$ cat config.mk
export PLATFORM = sky130hd
export DESIGN_NAME = riscv_chk_entry
export DESIGN_NICKNAME = d
export VERILOG_FILES = /design/src/rtl/riscv_run_checker_pkg.sv /design/src/rtl/riscv_run_checker_entry.sv
export SDC_FILE = /design/constraint.sdc
export NUM_CORES = 1
export LEC_CHECK = 0
export BUFFER_PORTS_ARGS = -buffer_cell sky130_fd_sc_hd__buf_2
export CAP_MARGIN = 10
export CORE_MARGIN = 3
export CORE_UTILIZATION = 47
export CTS_BUF_LIST = sky130_fd_sc_hd__clkbuf_8
export DETAILED_ROUTE_END_ITERATION = 16
export GPL_TIMING_DRIVEN = 0
export MAX_ROUTING_LAYER = met4
export PLACE_DENSITY_LB_ADDON = 0.1
export SLEW_MARGIN = 10
export SYNTH_ARGS = -nofsm -noshare
export SYNTH_HDL_FRONTEND = slang
export SYNTH_SLANG_ARGS = --single-unit
$ cat constraint.sdc
create_clock -name i_CLK -period 1.5 [get_ports i_CLK]
set_clock_uncertainty 0.1 [all_clocks]
set_input_delay 0.3 -clock i_CLK [delete_from_list [all_inputs] [get_ports i_CLK]]
set_output_delay 0.3 -clock i_CLK [all_outputs]
set_load 0.05 [all_outputs]
$ cat src/rtl/riscv_run_checker_pkg.sv
`default_nettype none
// ============================================================================
// Module  : riscv_run_checker_pkg
// Purpose : Shared constants for the end-of-program run checker: FSM state
//           encodings and counter widths.
// Ports   : none (package)
// Rev     : 1.0  initial release
// ============================================================================
package riscv_run_checker_pkg;

  localparam int c_STATE_W = 3;

  localparam logic [c_STATE_W-1:0] c_ST_IDLE  = 3'd0;
  localparam logic [c_STATE_W-1:0] c_ST_RUN   = 3'd1;
  localparam logic [c_STATE_W-1:0] c_ST_HOLD  = 3'd2;
  localparam logic [c_STATE_W-1:0] c_ST_CHECK = 3'd3;
  localparam logic [c_STATE_W-1:0] c_ST_PASS  = 3'd4;
  localparam logic [c_STATE_W-1:0] c_ST_FAIL  = 3'd5;

  localparam int c_CYCLE_W = 32;
  localparam int c_STORE_W = 16;

endpackage
`default_nettype wire

$ cat src/rtl/riscv_run_checker_entry.sv
`default_nettype none
// ============================================================================
// Module  : riscv_chk_entry
// Purpose : One expectation-table entry. Holds the expected word address and
//           data, and tracks whether the entry is armed, whether a store to its
//           address has been seen, and whether the most recent such store
//           carried the expected data.
// Ports   : i_CLK, i_Reset        clock / synchronous active-high reset
//           i_load, i_load_addr,
//           i_load_data           write this entry (caller gates to IDLE)
//           i_store, i_store_addr,
//           i_store_data          qualified store snoop (word address)
//           o_armed               entry holds a valid expectation
//           o_hit                 seen & match
// Rev     : 1.0  initial release
// ============================================================================
module riscv_chk_entry
  import riscv_run_checker_pkg::*;
#(
  parameter int XLEN   = 32,
  parameter int ADDR_W = 8
) (
  input  logic              i_CLK,
  input  logic              i_Reset,
  input  logic              i_load,
  input  logic [ADDR_W-1:0] i_load_addr,
  input  logic [XLEN-1:0]   i_load_data,
  input  logic              i_store,
  input  logic [ADDR_W-1:0] i_store_addr,
  input  logic [XLEN-1:0]   i_store_data,
  output logic              o_armed,
  output logic              o_hit
);

  logic [ADDR_W-1:0] r_addr;
  logic [XLEN-1:0]   r_data;
  logic              r_armed;
  logic              r_seen;
  logic              r_match;
  logic              w_addr_hit;

  assign w_addr_hit = i_store && r_armed && (i_store_addr == r_addr);

  // Table contents are meaningless until armed, so they carry no reset.
  always_ff @(posedge i_CLK) begin
    if (i_load) begin
      r_addr <= i_load_addr;
      r_data <= i_load_data;
    end
  end

  // Every store to the entry's address re-evaluates match, so the last write
  // decides the verdict.
  always_ff @(posedge i_CLK) begin
    if (i_Reset) begin
      r_armed <= 1'b0;
      r_seen  <= 1'b0;
      r_match <= 1'b0;
    end else begin
      if (i_load) begin
        r_armed <= 1'b1;
      end
      if (w_addr_hit) begin
        r_seen  <= 1'b1;
        r_match <= (i_store_data == r_data);
      end
    end
  end

  assign o_armed = r_armed;
  assign o_hit   = r_seen & r_match;

endmodule
`default_nettype wire

# --- Word-level counts from Yosys, hierarchy flattened ---
# Cells that the tools add are included.
classes:
  bitwise_logic: 1
  n_mux: 0
  shifts: 0
  eq_ne: 2
  add_sub_neg: 0
  n_reduce_logical: 2
  order_cmp: 0
  n_mul: 0
  div: 0
op_table:
  columns: ["cell", "n"]
  rows:
  - ["$eq 32x32->1", 1]
  - ["$eq 8x8->1", 1]
  - ["$logic_and 1x1->1", 2]
  - ["$and 1x1->1", 1]
word_totals:
  latchBits: 0
  memories: 0
  word_cells: 10
  output_inout_bits: 2
  romBits: 0
  ram_bits: 0
  regBits: 43

# --- Logic depth before layout (Yosys ltp) ---
logic_depth:
  word_depth: 2
  mapped_depth: 5

# --- Worst setup path after synthesis ---
# OpenSTA, ideal clock, no wires.
synth_path:
  kind: "reg-to-reg"
  startpoint: "register r_armed, in the netlist o_armed"
  endpoint: "register r_match"
  required_time_ps: 1314
  arrival_ps: 1247
  setup_time_ps: 86
  period_less_slack_ps: 1433
  stages_incl_launch_ff: 5
  path_slack_ps: 67
  n_path_buf: 0
  cell_sequence: "dfxtp_1 > nand2_1 > nor4_2 > nand4_1 > a211oi_1"
synth_between:
  elab_chain_len: 2
synth_lines:
  columns: ["element", "line", "source"]
  rows:
  - ["start: declaration", "riscv_run_checker_entry.sv:37", "logic r_armed;"]
  - ["start signal: assignment", "riscv_run_checker_entry.sv:56", "r_armed <= 1'b0;"]
  - ["start signal: assignment", "riscv_run_checker_entry.sv:61", "r_armed <= 1'b1;"]
  - ["$logic_and 1x1->1 (2 in a row)", "riscv_run_checker_entry.sv:42", "assign w_addr_hit = i_store && r_armed && (i_store_addr == r_addr);"]
  - ["end signal: assignment", "riscv_run_checker_entry.sv:65", "r_match <= (i_store_data == r_data);"]
  - ["end: declaration", "riscv_run_checker_entry.sv:39", "logic r_match;"]
# No other way between the ends.
# A chain may end at the register's enable or synchronous reset.

# --- Worst setup path after layout ---
layout_path:
  startpoint: "register r_data[31]"
  endpoint: "register r_match"
layout_between:
  elab_chain_len: 1
layout_lines:
  columns: ["element", "line", "source"]
  rows:
  - ["start: declaration", "riscv_run_checker_entry.sv:36", "logic [XLEN-1:0] r_data;"]
  - ["start signal: assignment", "riscv_run_checker_entry.sv:48", "r_data <= i_load_data;"]
  - ["$eq 32x32->1", "riscv_run_checker_entry.sv:65", null]
# No other way between the ends.

==> flow_summary.ini <==
[power]
ir_drop_uv = 776
total_leakage_power_nw = 0.919
powerDensity_nw_per_um2 = 1050

[min_path]
hp-class = in2reg

[synthesis]
synthMuxAreaShare_pct = 0
syn_area_sq_um = 1740
synth.area.top_cells = edfxtp_1 (69%), xnor2_1 (17%), dfxtp_1 (3.5%), nand4_1 (3.2%), xor2_1 (3.0%)
synth-main-ff-cell = edfxtp_1
yosysTopAreaCellShare_pct = 69.1
yosys-top-cells-count = edfxtp_1 (40), xnor2_1 (34), nand4_1 (9), xor2_1 (6)
syn_nets = 189
synthXorXnorAreaFrac_pct = 20.2
ys.warnings.count = 0
synth_top_family_by_area = XOR/XNOR gates
synth_cells = 105
netlist-cell-type-count = 13
synth_compound_area_share_pct = 1.01
synth-seq-area-share_pct = 72.6
synthSimpleGateAreaFrac_pct = 5.83
syn_area_per_cell_sq_um = 16.6
synthAdderAreaFrac_pct = 0
ys_seq_elements = 43
synth_top_area_cell = edfxtp_1
synth_most_common_cell = edfxtp_1
synth_edf_count = 40
synthArstFlopShare_pct = 0

[detailed_routing]
drc = 0
drt-initial-drc-count = 29
drt_first_pass_iters = 3
wirelength_um = 3010
ant_nets = 0
vias = 1116
viasPerCell = 4.57
avgRoutedWirePerCell_um = 12.3

[critical_path]
crit_chain = xnor2_1 -> nand4_1 -> nor4_2 -> a21oi_1 -> a211oi_1
required_ns = 1.60
cp_num_buf_inv = 0
startpoint_type = register
arrival_ns = 1.58
cp_slowest_stage_delay_ns = 0.38
crit_fanout = 1
crit_slowest_cell = edfxtp_1
cpLargestDelayFamily = simple AND/OR/NAND/NOR gates
cp-end-kind = register
crit_type = reg2reg

[placement]
gp_congestion = 0.701
hpwl_um = 2430
placed_area_sq_um = 2220
port_buffers = 85

[die]
start_util_pct = 50.5
die-area_sq_um = 4460
core_sq_um = 3440
rows = 21
pin_count = 86
dieWidth_um = 66.8
die_h_um = 66.8

[sta]
period_minus_slack_ns = 1.48
holdWs_ns = 0.0860
slew-limit-headroom_pct = 43.5
fin_crit_sh_pct = 98.4
max_freq_mhz = 677
rsz0062_at_grt = true
hold_viol = 0
report.final.slew_viol_count = 0
setup_violations = 0
tightestPinTransition_ns = 0.847

[layout]
multi_input_area_sq_um = 482
register_area_sq_um = 1260
n_antenna_cell = 0
final_net_count = 281
design_area_sq_um = 2320
area_delta_synth_final_pct = 33.8
layout-drive-gt1-share_pct = 48.0
n_fill_cell = 270

[grt]
grt.overflow.total = 0
grt_pass1_wl_um = 4610
antenna_found_initial = 0
grt_max_degree = 42
grt_use_total_pct = 15.1
grt_pass1_vias = 1152

[clocking]
clk_latency_ns = 0.28
cts_buffers = 5
cts_num_sinks = 43
cts_tree = done
cts_root_buffer = clkbuf_8
htreeDepth = 2
post-cts-setup-buffers = 0
clk_pin_slew_ns = 0.08
clockBufferDepth = 2

[job]
cap_violations = 0

[status]
outcome = finished clean
area by class of cell:
| cell class | count | share of cell area, % |
|---|---|---|
| Clock buffer | 6 | 3.55 |
| Sequential cell | 43 | 54.3 |
| Tap cell | 46 | 2.48 |
| Inverter | 2 | 0.323 |
| Clock inverter | 2 | 0.377 |
| Timing Repair Buffer | 85 | 18.3 |
| Multi-Input combinational cell | 60 | 20.7 |
where the power goes:
part / switching, W / internal (W) / leakage (nW)
clock network: 0.000350 / 0.000364 / 0.0524
registers: 0.0000385 / 0.00141 / 0.416
logic: 0.000112 / 0.000166 / 0.450
total: 0.000500 / 0.00194 / 0.919
stage by stage:
stage / power [W] / setup slack, ns / setup TNS (ns) / utilization (%) / cells
after global placement: 0.00174 / -0.0118 / -0.0118 / 64.5 / 236
after floorplan: 0.00160 / 0.0669 / 0 / - / 105
after CTS: 0.00248 / 0.00289 / 0 / 67.5 / 244
final: 0.00244 / 0.0238 / 0 / 67.5 / 244
after detailed placement: 0.00176 / -0.0523 / -0.0523 / 64.5 / 236
after global routing: 0.00256 / -0.110 / -0.110 / 67.5 / 244
final timing paths:
kind,startpoint,slack (ns),cells past startpoint,end
setup / recovery,r_data[31]$_DFFE_PP_,0.02,5,r_match$_SDFFE_PP0P_
hold / removal,i_load_data[2],0.09,1,r_data[2]$_DFFE_PP_
setup reg to reg,r_data[31]$_DFFE_PP_,0.02,5,r_match$_SDFFE_PP0P_
hold reg to reg,r_seen$_SDFFE_PP0P_,0.36,2,r_seen$_SDFFE_PP0P_
cells by family after synthesis:
kind of cell / Yosys count
flops: 43
xor+xnor: 40
simple gates: 17
buf+inv: 2
compound gates: 3
sequential cells by signal, indices dropped and copies added, names as in the netlist:
signal	cells
r_seen	1
r_data	32
r_match	1
o_armed	1
r_addr	8
layer usage:
metal | routed length, um | part of all wire (%) | track usage, %
met4 | 40 | 1.3 | 6.85
met5 | 0 | 0 | -
met1 | 1110 | 37 | 15.8
met3 | 269 | 8.9 | 4.22
met2 | 1580 | 53 | 26.2
what timing repair did:
item                       in CTS  in global routing
pin swaps                       2                  5
resized for setup               2                  0
setup endpoints to repair       1                  1
hold buffers                    0                  0
worst reg2reg max path: stages, from the launching register on:
cell and delay [ns]:
edfxtp_1 0.38, xnor2_1 0.18, nand4_1 0.15, nor4_2 0.33
a21oi_1 0.10, a211oi_1 0.16
layout by cell type (no fill, tap or decap), drive strengths merged:
cell type,netlist,final
clkbuf,0,6
nor2,3,3
nand2,1,1
inv,2,3
edfxtp,40,40
nor3,1,1
a211oi,1,1
nand4,9,9
buf,0,85
a21oi,2,2
clkinv,0,1
nor4,3,3
dfxtp,3,3
xnor2,34,34
xor2,6,6
No activity file was read; power rests on OpenSTA's default activity.
